**config.mk**
```make
export PLATFORM = sky130hd
export DESIGN_NAME = instr_fetch
export DESIGN_NICKNAME = d
export VERILOG_FILES = /design/src/rtl/fetch_pkg.sv /design/src/rtl/fetch_queue.sv /design/src/rtl/instr_fetch.sv
export SDC_FILE = /design/constraint.sdc
export NUM_CORES = 1
export LEC_CHECK = 0
export BUFFER_PORTS_ARGS = -buffer_cell sky130_fd_sc_hd__buf_4
export CORE_ASPECT_RATIO = 0.7
export CORE_UTILIZATION = 58
export DETAILED_ROUTE_END_ITERATION = 8
export PLACE_DENSITY = 0.79
export SETUP_SLACK_MARGIN = 0.2
export SLEW_MARGIN = 20
export SYNTH_ARGS = -nofsm -noshare
export SYNTH_HDL_FRONTEND = slang
export SYNTH_SLANG_ARGS = --single-unit
```
**constraint.sdc**
```tcl
create_clock -name clk -period 4.12 [get_ports clk]
set_clock_uncertainty 0.2 [all_clocks]
set_input_delay 0.824 -clock clk [delete_from_list [all_inputs] [get_ports clk]]
set_output_delay 0.824 -clock clk [all_outputs]
set_load 0.05 [all_outputs]
```
**src/rtl/fetch_pkg.sv**
```systemverilog
// Shared types and helpers for the instruction fetch stage.
package fetch_pkg;

  localparam int unsigned XLEN        = 32;
  localparam int unsigned INSTR_BYTES = 4;

  typedef struct packed {
    logic [XLEN-1:0] pc;
    logic [XLEN-1:0] instr;
  } fetch_entry_t;

  function automatic logic [XLEN-1:0] pc_incr(input logic [XLEN-1:0] pc);
    return pc + XLEN'(INSTR_BYTES);
  endfunction

endpackage

```
**src/rtl/fetch_queue.sv**
```systemverilog
// Circular buffer of fetched {pc, instr} entries with push, pop and flush.
module fetch_queue
  import fetch_pkg::*;
#(
  parameter  int unsigned DEPTH = 4,
  localparam int unsigned CW    = $clog2(DEPTH) + 1
) (
  input  logic          clk,
  input  logic          rst,
  input  logic          push,
  input  logic          pop,
  input  logic          flush,
  input  fetch_entry_t  wdata,
  output fetch_entry_t  rdata,
  output logic [CW-1:0] count,
  output logic          full,
  output logic          empty
);

  localparam int unsigned PW = $clog2(DEPTH);

  fetch_entry_t  slots [DEPTH];
  logic [PW-1:0] rd_ptr;
  logic [PW-1:0] wr_ptr;
  logic          do_push;
  logic          do_pop;

  assign full    = (count == CW'(DEPTH));
  assign empty   = (count == '0);
  assign do_push = push && !full;
  assign do_pop  = pop && !empty;
  assign rdata   = slots[rd_ptr];

  // Pointers and occupancy; flush wins over any push/pop in the same cycle.
  always_ff @(posedge clk) begin
    if (!rst || flush) begin
      rd_ptr <= '0;
      wr_ptr <= '0;
      count  <= '0;
    end else begin
      if (do_push) wr_ptr <= wr_ptr + PW'(1);
      if (do_pop)  rd_ptr <= rd_ptr + PW'(1);
      count <= count + CW'(do_push) - CW'(do_pop);
    end
  end

  always_ff @(posedge clk) begin
    if (rst && !flush && do_push) slots[wr_ptr] <= wdata;
  end

endmodule

```
**src/rtl/instr_fetch.sv**
```systemverilog
// Fetch stage: owns the fetch PC, issues instruction-memory reads and queues responses for decode.
module instr_fetch
  import fetch_pkg::*;
#(
  parameter int unsigned            DATA_WIDTH    = 32,
  parameter int unsigned            ADDRESS_WIDTH = 9,
  parameter int unsigned            QUEUE_DEPTH   = 4,
  parameter logic [DATA_WIDTH-1:0]  RESET_PC      = '0
) (
  input  logic                     clk,
  input  logic                     rst,
  output logic                     imem_req,
  output logic [ADDRESS_WIDTH-1:0] imem_addr,
  input  logic [DATA_WIDTH-1:0]    imem_rdata,
  input  logic                     redirect_valid,
  input  logic [DATA_WIDTH-1:0]    redirect_pc,
  output logic                     instr_valid,
  input  logic                     instr_ready,
  output logic [DATA_WIDTH-1:0]    instr,
  output logic [DATA_WIDTH-1:0]    instr_pc
);

  localparam int unsigned CW = $clog2(QUEUE_DEPTH) + 1;
  localparam int unsigned RW = CW + 1;

  logic [DATA_WIDTH-1:0] fetch_pc;
  logic [DATA_WIDTH-1:0] inflight_pc;
  logic                  inflight;
  logic [CW-1:0]         q_count;
  logic [RW-1:0]         reserved;
  logic                  q_full;
  logic                  q_empty;
  logic                  q_push;
  logic                  q_pop;
  fetch_entry_t          q_wdata;
  fetch_entry_t          q_head;

  // Slots already spoken for: queued entries plus the response still on its way.
  assign reserved  = RW'(q_count) + RW'(inflight);
  assign imem_req  = rst && !redirect_valid && !q_full && (reserved < RW'(QUEUE_DEPTH));
  assign imem_addr = imem_req ? fetch_pc[ADDRESS_WIDTH-1:0] : '0;

  assign q_push  = inflight && !redirect_valid;
  assign q_pop   = instr_valid && instr_ready;
  assign q_wdata = '{pc: XLEN'(inflight_pc), instr: XLEN'(imem_rdata)};

  assign instr_valid = !q_empty;
  assign instr       = instr_valid ? DATA_WIDTH'(q_head.instr) : '0;
  assign instr_pc    = instr_valid ? DATA_WIDTH'(q_head.pc)    : '0;

  // Fetch PC and single outstanding-request tracking.
  always_ff @(posedge clk) begin
    if (!rst) begin
      fetch_pc    <= RESET_PC;
      inflight    <= 1'b0;
      inflight_pc <= '0;
    end else if (redirect_valid) begin
      fetch_pc <= redirect_pc & ~DATA_WIDTH'(3);
      inflight <= 1'b0;
    end else begin
      inflight <= imem_req;
      if (imem_req) begin
        inflight_pc <= fetch_pc;
        fetch_pc    <= DATA_WIDTH'(pc_incr(XLEN'(fetch_pc)));
      end
    end
  end

  fetch_queue #(
    .DEPTH (QUEUE_DEPTH)
  ) u_queue (
    .clk   (clk),
    .rst   (rst),
    .push  (q_push),
    .pop   (q_pop),
    .flush (redirect_valid),
    .wdata (q_wdata),
    .rdata (q_head),
    .count (q_count),
    .full  (q_full),
    .empty (q_empty)
  );

endmodule

```
==> out/results.ini <==
[worst_setup_path]
cp_slowest_cell = dfxtp_4
crit_required_ns = 3.10
crit_fanout = 24
cp_top_family = flip-flops
reg2reg_setup_slack_ns = 1.27
crit_path_start_kind = flop
r2r_end = u_queue.count[2]
worstRegToRegCells = 9
cpPeakStageDelay_ns = 0.69
crit_top_cell = buf_4
critical_path_class = reg2out
crit_buf_inv = 2
path_cells = buf_4 -> mux4_2 -> and2_1 -> buf_4
r2r-start = u_queue.count[1]
cp_data_arrival_time_ns = 2.57
cp-end-kind = output port

[yosys]
synthCells = 805
ys_seq_elements = 318
netlist_area_um2 = 12700
synthFlopType = edfxtp_1
synth_top_family_by_area = multiplexers
synthAdderAreaFrac = 0.00949
synth_edf_count = 248
synthXorXnorAreaFrac = 0.00830
synth_simple_gate_area_frac = 0.0973
synth_compound_area_frac = 0.0465
async_reset_ff_frac = 0
yosys_warnings = 0
synthDistinctLibCells = 60
synth-seq-area-share = 0.699
avgSynthCellArea_um2 = 15.7
synth.area.mux_share = 0.114

[clocking]
clock_sinks = 318
clk_latency_ns = 0.54
path_clk_slew_ns = 0.07
clockBufferDepth = 3
cts_made_buffers = 29
cts_root_buf = clkbuf_16
cts_hold_buffers = 0
cts_tree = built
cts_resized = 0
cts_setup_buffers = 0
cts.htree.levels = 1

[job]
cap_violations = 0

[place]
routabilityCongestion = 0.833
hpwl_mm = 15.8
place_area_um2 = 14000
portBuffers = 136

[sta]
tns_ns = 0
maxSlewViolCount = 0
whs_ns = 0.278
hold_violations = 0
setup_viol = 0
max_freq_ghz = 0.278
maxSlewHeadroom = 0.507
period_share = 0.872
period_minus_slack_ns = 3.59
worst-slew-pin-transition_ns = 0.740
rsz0062_at_grt = false

[layout]
layout_commonest_cell = edfxtp_1
final_util = 0.707
num-nets-final = 1021
fin_area_um2 = 14900
layout_common_cells = edfxtp_1 (248), buf_4 (147), nand2_1 (90), and2_1 (68), dfxtp_1 (68)
area_delta_synth_final_pct = 17.8
nFillCells = 1364
seq_area_um2 = 8850
multi_input_area_um2 = 3510
drive_gt1_frac = 0.285
diodes = 0

[detailed_routing]
wire_per_inst_um = 20.5
drcViolationCount = 0
drt.antenna.violating_nets = 0
vias = 7238
postRouteWirelength_mm = 25.5
drt_first_pass_iters = 6
initialDrtViolationCount = 667
drt-vias-per-instance = 5.82

[global_route]
grt_overflow = 0
grt.total_usage = 0.234
grt_pass1_vias = 7182
grt_antenna_before_repair = 0
grt_pass1_wl_mm = 39.9
grt_max_degree = 48

[floorplanning]
io_pins = 143
die_x_um = 179
start_util = 0.600
die_y_um = 126
rows = 44
dieArea_um2 = 22400
core_area_um2 = 21100

[min_path]
min_from = imem_rdata[9]
hold_end = u_queue.slots[2][9]
min_path_cells = 1
hp-class = in2reg

[pwr]
p_leak_nw = 5.31
finalPower_mw = 6.53
power.switching_mw = 1.45
pwr-share-comb = 0.074
cellPowerDensity_nw_per_um2 = 438
peakVddDrop_mv = 0.371
p_int_mw = 5.08
p_seq_frac = 0.541
p_clk_frac = 0.385
swShare = 0.222

[run_status]
status = finished, final reports clean

[worst max-delay path by stage]
stage | cells past startpoint | end | slack (ns)
after global routing | 4 | instr[29] | 0.39
after CTS | 4 | instr_pc[28] | 0.46
final | 4 | instr_pc[28] | 0.53
after floorplan | 5 | u_queue.slots[0][0] | 0.58
after detailed placement | 8 | fetch_pc[30] | 0.86
after global placement | 8 | fetch_pc[26] | 0.95
[area by class of cell]
cell class,count,area share
sequential,318,0.594
clock inverter,12,0.00579
timing repair buffer,152,0.0808
inverter,26,0.00655
tap,276,0.0232
multi-input combinational,417,0.236
clock buffer,42,0.0540
[cell families (layout without fill, tap and decap cells)]
kind of cell,count (synthesis),after routing
AO/OA/AOI/OAI,95,95
XOR/XNOR,12,12
adder cells (fa/ha/maj),9,9
buffers and inverters,73,232
flip-flops,318,318
multiplexers,67,67
other,1,4
AND/OR/NAND/NOR,230,230
[state kept, by name, indices dropped and copies added (netlist names), named ones only]
| register | flops |
|---|---|
| u_queue.slots | 248 |
| fetch_pc | 30 |
| inflight_pc | 30 |
| u_queue.count | 3 |
| u_queue.rd_ptr | 2 |
| u_queue.wr_ptr | 2 |
| inflight | 1 |
[power groups by stage]
stage	clock network (mW)	registers [mW]	logic, mW
after floorplan	0	3.58	0.316
after global placement	0	3.60	0.475
after detailed placement	0	3.60	0.485
after CTS	2.55	3.53	0.487
after global routing	2.67	3.54	0.519
final	2.51	3.53	0.484
[synthesized netlist by cell type, types with 2 or more instances]
library cell / instances / share of area
buf_1: 2 / 0.00059
mux2i_1: 3 / 0.0024
o21ai_0: 12 / 0.0047
ha_1: 8 / 0.0079
and2_1: 72 / 0.036
edfxtp_1: 248 / 0.59
buf_4: 4 / 0.0024
a21oi_1: 48 / 0.019
xor2_1: 8 / 0.0055
a311oi_1: 2 / 0.0014
buf_2: 12 / 0.0047
nor2_1: 15 / 0.0044
xnor2_1: 4 / 0.0028
o21a_1: 2 / 0.0012
dfxtp_1: 70 / 0.11
inv_1: 24 / 0.0071
a22oi_1: 4 / 0.0024
o211ai_1: 5 / 0.0030
clkbuf_1: 28 / 0.0083
and3_2: 2 / 0.0012
a32oi_1: 3 / 0.0021
a31oi_1: 8 / 0.0040
o41ai_1: 2 / 0.0014
or3_1: 6 / 0.0030
or4_1: 3 / 0.0018
nand2_1: 90 / 0.027
nand4_1: 9 / 0.0044
and4_1: 4 / 0.0028
nor3_1: 2 / 0.00079
nand3_1: 9 / 0.0036
mux4_2: 62 / 0.11
mux2_2: 2 / 0.0018
and3_1: 5 / 0.0025
[per-stage QoR]
step / setup slack [ns] / cells
2_1_floorplan: 0.580 / 808
3_3_place_gp: 0.952 / 1189
3_5_place_dp: 0.861 / 1189
4_1_cts: 0.459 / 1243
5_1_grt: 0.389 / 1243
6_report: 0.527 / 1243
[routing by layer]
| metal | wire [µm] | global-route usage | share of wire | vias to the layer above |
|---|---|---|---|---|
| met5 | 0 | 0 | 0 | - |
| met4 | 441 | 0.0484 | 0.017 | 0 |
| met3 | 1790 | 0.0380 | 0.070 | 37 |
| met2 | 12200 | 0.367 | 0.48 | 271 |
| met1 | 11100 | 0.351 | 0.43 | 3604 |
| li1 | - | - | - | 3326 |
[worst register-to-register path: stages (launching register included)]
cell	delay (ns)
dfxtp_1	0.38
or3_2	0.75
and2_1	0.32
ha_1	0.28
inv_1	0.06
ha_1	0.12
inv_1	0.04
fa_1	0.38
xnor2_1	0.16
nor2_1	0.05
Power figures use the tool's default switching activity.
